[src/rtl/mssd_pkg.sv]
`default_nettype none
// ============================================================================
// mssd_pkg : shared field widths, line levels and FSM encoding for the MSSD link
// Rev 1.0
// ============================================================================
package mssd_pkg;

  localparam int PORT_W   = 2;
  localparam int CNT_W    = 4;
  localparam int DATA_MAX = 15;

  localparam logic START_BIT  = 1'b0;
  localparam logic IDLE_LEVEL = 1'b1;

  typedef enum logic [2:0] {
    IDLE  = 3'd0,
    WAIT  = 3'd1,
    START = 3'd2,
    PORT  = 3'd3,
    CNT   = 3'd4,
    DATA  = 3'd5,
    STOP  = 3'd6
  } state_t;

endpackage
`default_nettype wire

[src/rtl/tx_field_shifter.sv]
`default_nettype none
// ============================================================================
// tx_field_shifter : parallel-load field shifter with bit index, steps on shift
// Rev 1.0
// ============================================================================
module tx_field_shifter
  import mssd_pkg::*;
(
  input  logic                clk,
  input  logic                rst,
  input  logic                i_load,
  input  logic                i_shift,
  input  logic [DATA_MAX-1:0] i_val,
  input  logic [CNT_W-1:0]    i_last_idx,
  output logic                o_first,
  output logic                o_next,
  output logic                o_last
);

  // Bit 0 goes onto the line on the load edge, so only the rest is stored.
  logic [DATA_MAX-2:0] r_sh;
  logic [CNT_W-1:0]    r_idx;
  logic [CNT_W-1:0]    r_last_idx;

  always_ff @(posedge clk or negedge rst) begin
    if (!rst) begin
      r_sh       <= '0;
      r_idx      <= '0;
      r_last_idx <= '0;
    end else if (i_load) begin
      r_sh       <= i_val[DATA_MAX-1:1];
      r_idx      <= '0;
      r_last_idx <= i_last_idx;
    end else if (i_shift) begin
      r_sh       <= r_sh >> 1;
      r_idx      <= r_idx + CNT_W'(1);
    end
  end

  assign o_first = i_val[0];
  assign o_next  = r_sh[0];
  assign o_last  = (r_idx == r_last_idx);

endmodule
`default_nettype wire

[src/rtl/serial_frame_tx.sv]
`default_nettype none
// ============================================================================
// serial_frame_tx : MSSD frame transmitter (start, port, count, payload), clk_en paced
// Rev 1.0
// ============================================================================
module serial_frame_tx
  import mssd_pkg::*;
(
  input  logic                clk,
  input  logic                rst,
  input  logic                clk_en,
  input  logic                start,
  input  logic [PORT_W-1:0]   port_num,
  input  logic [CNT_W-1:0]    data_num,
  input  logic [DATA_MAX-1:0] data,
  output logic                SerOut,
  output logic                busy,
  output logic                done,
  output logic [CNT_W:0]      remain
);

  state_t              r_state;
  logic [PORT_W-1:0]   r_port;
  logic [CNT_W-1:0]    r_n;
  logic [DATA_MAX-1:0] r_data;

  logic [PORT_W-1:0]   w_port_rev;
  logic [CNT_W-1:0]    w_cnt_rev;
  logic                w_load;
  logic                w_shift;
  logic [DATA_MAX-1:0] w_val;
  logic [CNT_W-1:0]    w_last_idx;
  logic                w_first;
  logic                w_next;
  logic                w_last;

  // Header fields go out MSB first; reversing lets one LSB-first shifter serve all fields.
  always_comb begin
    w_port_rev = '0;
    w_cnt_rev  = '0;
    for (int i = 0; i < PORT_W; i++) w_port_rev[i] = r_port[PORT_W-1-i];
    for (int i = 0; i < CNT_W; i++)  w_cnt_rev[i]  = r_n[CNT_W-1-i];
  end

  always_comb begin
    w_load     = 1'b0;
    w_shift    = 1'b0;
    w_val      = '0;
    w_last_idx = '0;
    if (clk_en) begin
      case (r_state)
        START: begin
          w_load     = 1'b1;
          w_val      = DATA_MAX'(w_port_rev);
          w_last_idx = CNT_W'(PORT_W - 1);
        end
        PORT: begin
          if (w_last) begin
            w_load     = 1'b1;
            w_val      = DATA_MAX'(w_cnt_rev);
            w_last_idx = CNT_W'(CNT_W - 1);
          end else begin
            w_shift = 1'b1;
          end
        end
        CNT: begin
          if (w_last) begin
            if (r_n != '0) begin
              w_load     = 1'b1;
              w_val      = r_data;
              w_last_idx = r_n - CNT_W'(1);
            end
          end else begin
            w_shift = 1'b1;
          end
        end
        DATA: begin
          if (!w_last) w_shift = 1'b1;
        end
        default: begin
          w_load  = 1'b0;
          w_shift = 1'b0;
        end
      endcase
    end
  end

  tx_field_shifter u_shifter (
    .clk        (clk),
    .rst        (rst),
    .i_load     (w_load),
    .i_shift    (w_shift),
    .i_val      (w_val),
    .i_last_idx (w_last_idx),
    .o_first    (w_first),
    .o_next     (w_next),
    .o_last     (w_last)
  );

  // The stop level, done pulse and return to IDLE share the edge that ends the last bit.
  always_ff @(posedge clk or negedge rst) begin
    if (!rst) begin
      r_state <= IDLE;
      r_port  <= '0;
      r_n     <= '0;
      r_data  <= '0;
      SerOut  <= IDLE_LEVEL;
      busy    <= 1'b0;
      done    <= 1'b0;
      remain  <= '0;
    end else begin
      done <= 1'b0;
      case (r_state)
        IDLE: begin
          if (start) begin
            r_port  <= port_num;
            r_n     <= data_num;
            r_data  <= data;
            busy    <= 1'b1;
            r_state <= WAIT;
          end
        end
        WAIT: begin
          if (clk_en) begin
            SerOut  <= START_BIT;
            r_state <= START;
          end
        end
        START: begin
          if (clk_en) begin
            SerOut  <= w_first;
            r_state <= PORT;
          end
        end
        PORT: begin
          if (clk_en) begin
            if (w_last) begin
              SerOut  <= w_first;
              r_state <= CNT;
            end else begin
              SerOut <= w_next;
            end
          end
        end
        CNT: begin
          if (clk_en) begin
            if (!w_last) begin
              SerOut <= w_next;
            end else if (r_n != '0) begin
              SerOut  <= w_first;
              remain  <= {1'b0, r_n};
              r_state <= DATA;
            end else begin
              SerOut  <= IDLE_LEVEL;
              done    <= 1'b1;
              busy    <= 1'b0;
              r_state <= IDLE;
            end
          end
        end
        DATA: begin
          if (clk_en) begin
            if (w_last) begin
              SerOut  <= IDLE_LEVEL;
              remain  <= '0;
              done    <= 1'b1;
              busy    <= 1'b0;
              r_state <= IDLE;
            end else begin
              SerOut <= w_next;
              remain <= remain - (CNT_W+1)'(1);
            end
          end
        end
        default: begin
          SerOut  <= IDLE_LEVEL;
          busy    <= 1'b0;
          r_state <= IDLE;
        end
      endcase
    end
  end

endmodule
`default_nettype wire

[config.mk]
export PLATFORM = sky130hd
export DESIGN_NAME = serial_frame_tx
export DESIGN_NICKNAME = d
export VERILOG_FILES = /design/src/rtl/mssd_pkg.sv /design/src/rtl/tx_field_shifter.sv /design/src/rtl/serial_frame_tx.sv
export SDC_FILE = /design/constraint.sdc
export NUM_CORES = 1
export LEC_CHECK = 0
export CAP_MARGIN = 10
export CELL_PAD_IN_SITES_DETAIL_PLACEMENT = 0
export CELL_PAD_IN_SITES_GLOBAL_PLACEMENT = 1
export CORE_MARGIN = 3
export CORE_UTILIZATION = 40
export DETAILED_ROUTE_END_ITERATION = 12
export GPL_ROUTABILITY_DRIVEN = 1
export PLACE_DENSITY = 0.75
export SLEW_MARGIN = 20
export SYNTH_ARGS = -nofsm -noshare
export SYNTH_HDL_FRONTEND = slang
export SYNTH_SLANG_ARGS = --single-unit
[constraint.sdc]
create_clock -name clk -period 2.3 [get_ports clk]
set_input_delay 0.46 -clock clk [delete_from_list [all_inputs] [get_ports clk]]
set_output_delay 0.46 -clock clk [all_outputs]
set_load 0.05 [all_outputs]
==> qor.yml, run 1 <==
timing_hold_violations_final: 0
drv_slew: 0
source_to_sink_clock_delay_at_the_later_pin_of_the_worst_skew_pair_ps: 300
synth_common_cells: "sky130_fd_sc_hd__dfrtp_1, sky130_fd_sc_hd__nand2_1, sky130_fd_sc_hd__nor2_1"
number_of_antenna_violations_at_the_first_check_in_global_routing: 0
worst_path_max_delay_cell: "sky130_fd_sc_hd__clkdlybuf4s50_1"
yosysTopAreaCell: "sky130_fd_sc_hd__dfrtp_1"
min_period_ps: 2093
final_net_count: 337
cp.arrival_ps: 1630
fp.dieH_um: 88.86
critPathTopFamily: "buffers and inverters"
clk_transition_reported_paths_ps: 90
synthArstFlopShare: 1.000
synth-seq-area-share: 0.4925
p_per_area_mw_per_mm2: 1307
hold_buffers: 0
layout-drive-gt1-share: 0.1871
tritoncts_num_sinks: 54
power.static_leakage_uw: 0.001373
proportion_of_netlist_area_held_by_the_largest_area_contributor: 0.4829
grt_max_degree: 30
run_status: "finished clean"
drtIter0Drc: 87
worstMarginPinSlew_ps: 626.4
postSynthRegisterBits: 54
critPathMaxFanout: 2
tritoncts.num_buffers: 5
critical_path.startpoint: "SerOut$_DFFE_PN1P_"
grt_overflow_total: 0
p_clk_frac: 0.128
hold_class: "in -> async"
synth.net_count: 295
finalPower_uw: 4353
regToRegEndpoint: "u_shifter.r_last_idx[3]$_DFFE_PN0P_"
r2r-start: "r_n[0]$_DFFE_PN0P_"
drv_cap: 0
ys_types: 50
starting_utilization_of_the_core_area: 0.4228
net-switching-power_uw: 1809
switching_share: 0.4154
slew_headroom: 0.5824
portBuffers: 32
final_core_util: 0.5128
dr_total_vias: 2072
critPathKind: "reg -> out"
yosys.cell_count.top_type: "sky130_fd_sc_hd__dfrtp_1"
yosys_most_used_dff: "sky130_fd_sc_hd__dfrtp_1"
timing.reg2reg.setup_slack_ps: 220
row_count: 29
gp_congestion: 0.8122
final_antenna_net_count: 0
synthesis.yosys.warnings: 0
drt-vias-per-instance: 5.354
drt_first_pass_iters: 4
finalClockSkew_ps: 6.555
areaGrowthSynthToFinish_pct: 21.28
crit_path_start_kind: "flop"
postCtsResizedCells: 0
top_level_ports: 33
finalSetupViolations: 0
crit_end: "SerOut"
insertedDiodeCount: 0
track_usage: 0.1611
die_footprint_mm2: 0.007896
core_area_mm2: 0.006495
worstRegToRegCells: 7
vdd_ir_drop_max_mv: 0.6748
first_global_vias: 2029
pwr-share-seq: 0.389
netlist_instances: 267
slowest_delay_ps: 800
worst_ep_required_time_ps: 1840
post_synthesis_mean_instance_area_um2: 10.29
cts_root_buffer: "sky130_fd_sc_hd__clkbuf_8"
syn-cell-area_mm2: 0.002746
buf_inv_on_cp: 1
path_cells: "clkdlybuf4s50_1"
wirelength_um: 5849
critical_path.endpoint_type: "primary output"
cp_num_cells: 1
h-tree-depth: 2
cts_tree: "built"
edff_count_synth: 0
period_share: 0.9101
max-clock-path-buffers: 2
routedWlPerCell_um: 15.11
grt_pass1_wl_um: 9942
maxClockFrequency_ghz: 0.4777
post_synth_main_area_contributors: "sky130_fd_sc_hd__dfrtp_1, sky130_fd_sc_hd__mux2_2, sky130_fd_sc_hd__o21ai_0, sky130_fd_sc_hd__nand2_1, sky130_fd_sc_hd__nor2_1"
dpl.hpwl_um: 4124
internal-power_uw: 2545
comb_power_share: 0.484
die_w_um: 88.86
final_routed_drc_violation_total: 0
-- sequential cells by signal, summed over array words and instances, names as in the netlist --
signal and count:
u_shifter.r_last_idx 4, remain 5, u_shifter.r_idx 4, r_state 3, done 1, r_n 4
r_port 2, SerOut 1, u_shifter.r_sh 14, busy 1, r_data 15
-- layer usage --
metal	up-vias	wire length [µm]	global-route usage
li1	1037	-	-
met1	1002	2863	0.2212
met2	28	2767	0.2652
met3	5	162	0.02235
met4	0	55	0.04670
met5	-	0	0
-- metrics by stage --
step	hold slack, ps	area [µm²]	worst slack, ps	cells	setup TNS (ps)
final	164.0	3331	206.8	387	0
after global routing	193.1	3331	-5.995	387	-5.995
after CTS	181.5	3316	184.4	385	0
after detailed placement	481.6	3221	135.4	377	0
after global placement	473.2	3221	186.4	377	0
after floorplan	164.4	2746	526.9	267	0
-- power groups by stage --
stage / clock [µW] / sequential (µW) / combinational, µW
6_report: 556 / 1690 / 2110
5_1_grt: 619 / 1750 / 2330
4_1_cts: 576 / 1700 / 2120
3_5_place_dp: 0 / 1720 / 2110
3_3_place_gp: 0 / 1710 / 2090
2_1_floorplan: 0 / 1800 / 1390
-- cell type report --
cell class	instances	area (µm²)
Fill cell	590	3164
Sequential cell	54	1353
Multi-Input combinational cell	190	1272
Timing Repair Buffer	49	480.5
Tap cell	77	96.34
Clock buffer	6	82.58
Inverter	9	33.78
Clock inverter	2	12.51
-- how the worst min path moves through the flow --
stage | startpoint | end | cells after the start
final | rst | remain[2]$_DFFE_PN0P_ | 1
after floorplan | rst | busy$_DFFE_PN0P_ | 0
after global placement | r_data[4]$_DFFE_PN0P_ | u_shifter.r_sh[3]$_DFFE_PN0P_ | 2
after global routing | rst | remain[2]$_DFFE_PN0P_ | 1
after detailed placement | r_data[4]$_DFFE_PN0P_ | u_shifter.r_sh[3]$_DFFE_PN0P_ | 2
after CTS | rst | remain[2]$_DFFE_PN0P_ | 1
-- cells in the final DEF, fill, tap and decap left out, types with 2 or more instances in the layout --
cell and count:
sky130_fd_sc_hd__a31oi_1 9, sky130_fd_sc_hd__nor2_1 23, sky130_fd_sc_hd__inv_1 9, sky130_fd_sc_hd__dfrtp_1 53
sky130_fd_sc_hd__o22ai_1 2, sky130_fd_sc_hd__nand3_1 8, sky130_fd_sc_hd__nor3b_1 3, sky130_fd_sc_hd__clkdlybuf4s50_1 31
sky130_fd_sc_hd__o21ai_1 9, sky130_fd_sc_hd__buf_12 3, sky130_fd_sc_hd__and3_1 3, sky130_fd_sc_hd__nor2b_2 2
sky130_fd_sc_hd__nor3_1 5, sky130_fd_sc_hd__buf_4 14, sky130_fd_sc_hd__a21oi_1 11, sky130_fd_sc_hd__a221o_1 2
sky130_fd_sc_hd__mux2i_1 5, sky130_fd_sc_hd__ha_1 3, sky130_fd_sc_hd__xnor2_1 7, sky130_fd_sc_hd__a22o_1 8
sky130_fd_sc_hd__mux2_2 18, sky130_fd_sc_hd__o22ai_2 2, sky130_fd_sc_hd__xor2_1 2, sky130_fd_sc_hd__a32o_1 2
sky130_fd_sc_hd__nand2_1 23, sky130_fd_sc_hd__o21ai_0 18, sky130_fd_sc_hd__nand2b_1 3, sky130_fd_sc_hd__o21a_1 3
sky130_fd_sc_hd__clkbuf_8 6
-- timing repair --
item                                   in CTS  in global routing
endpoints found under the hold margin       0                  0
setup endpoints to repair                   0                  2
buffers inserted                            0                  2
-- cells by family after synthesis --
logic type,Yosys count,share of synthesized area
fa+ha+maj,3,0.01367
compound gates,74,0.1763
simple gates,81,0.1517
xor+xnor,9,0.02870
buf+inv,23,0.04510
mux,23,0.09203
flops,54,0.4925
Note: power is estimated with default switching activity, not from simulation.
==> inputs of run 2 (changes only) <==
--- a/config.mk
+++ b/config.mk
@@ -5,7 +5,7 @@
 export SDC_FILE = /design/constraint.sdc
 export NUM_CORES = 1
 export LEC_CHECK = 0
-export CAP_MARGIN = 10
+export CAP_MARGIN = 20
 export CELL_PAD_IN_SITES_DETAIL_PLACEMENT = 0
 export CELL_PAD_IN_SITES_GLOBAL_PLACEMENT = 1
 export CORE_MARGIN = 3
==> results of run 2 <==
Same layout as run 1: the final DEF is identical, and so are final timing and power.
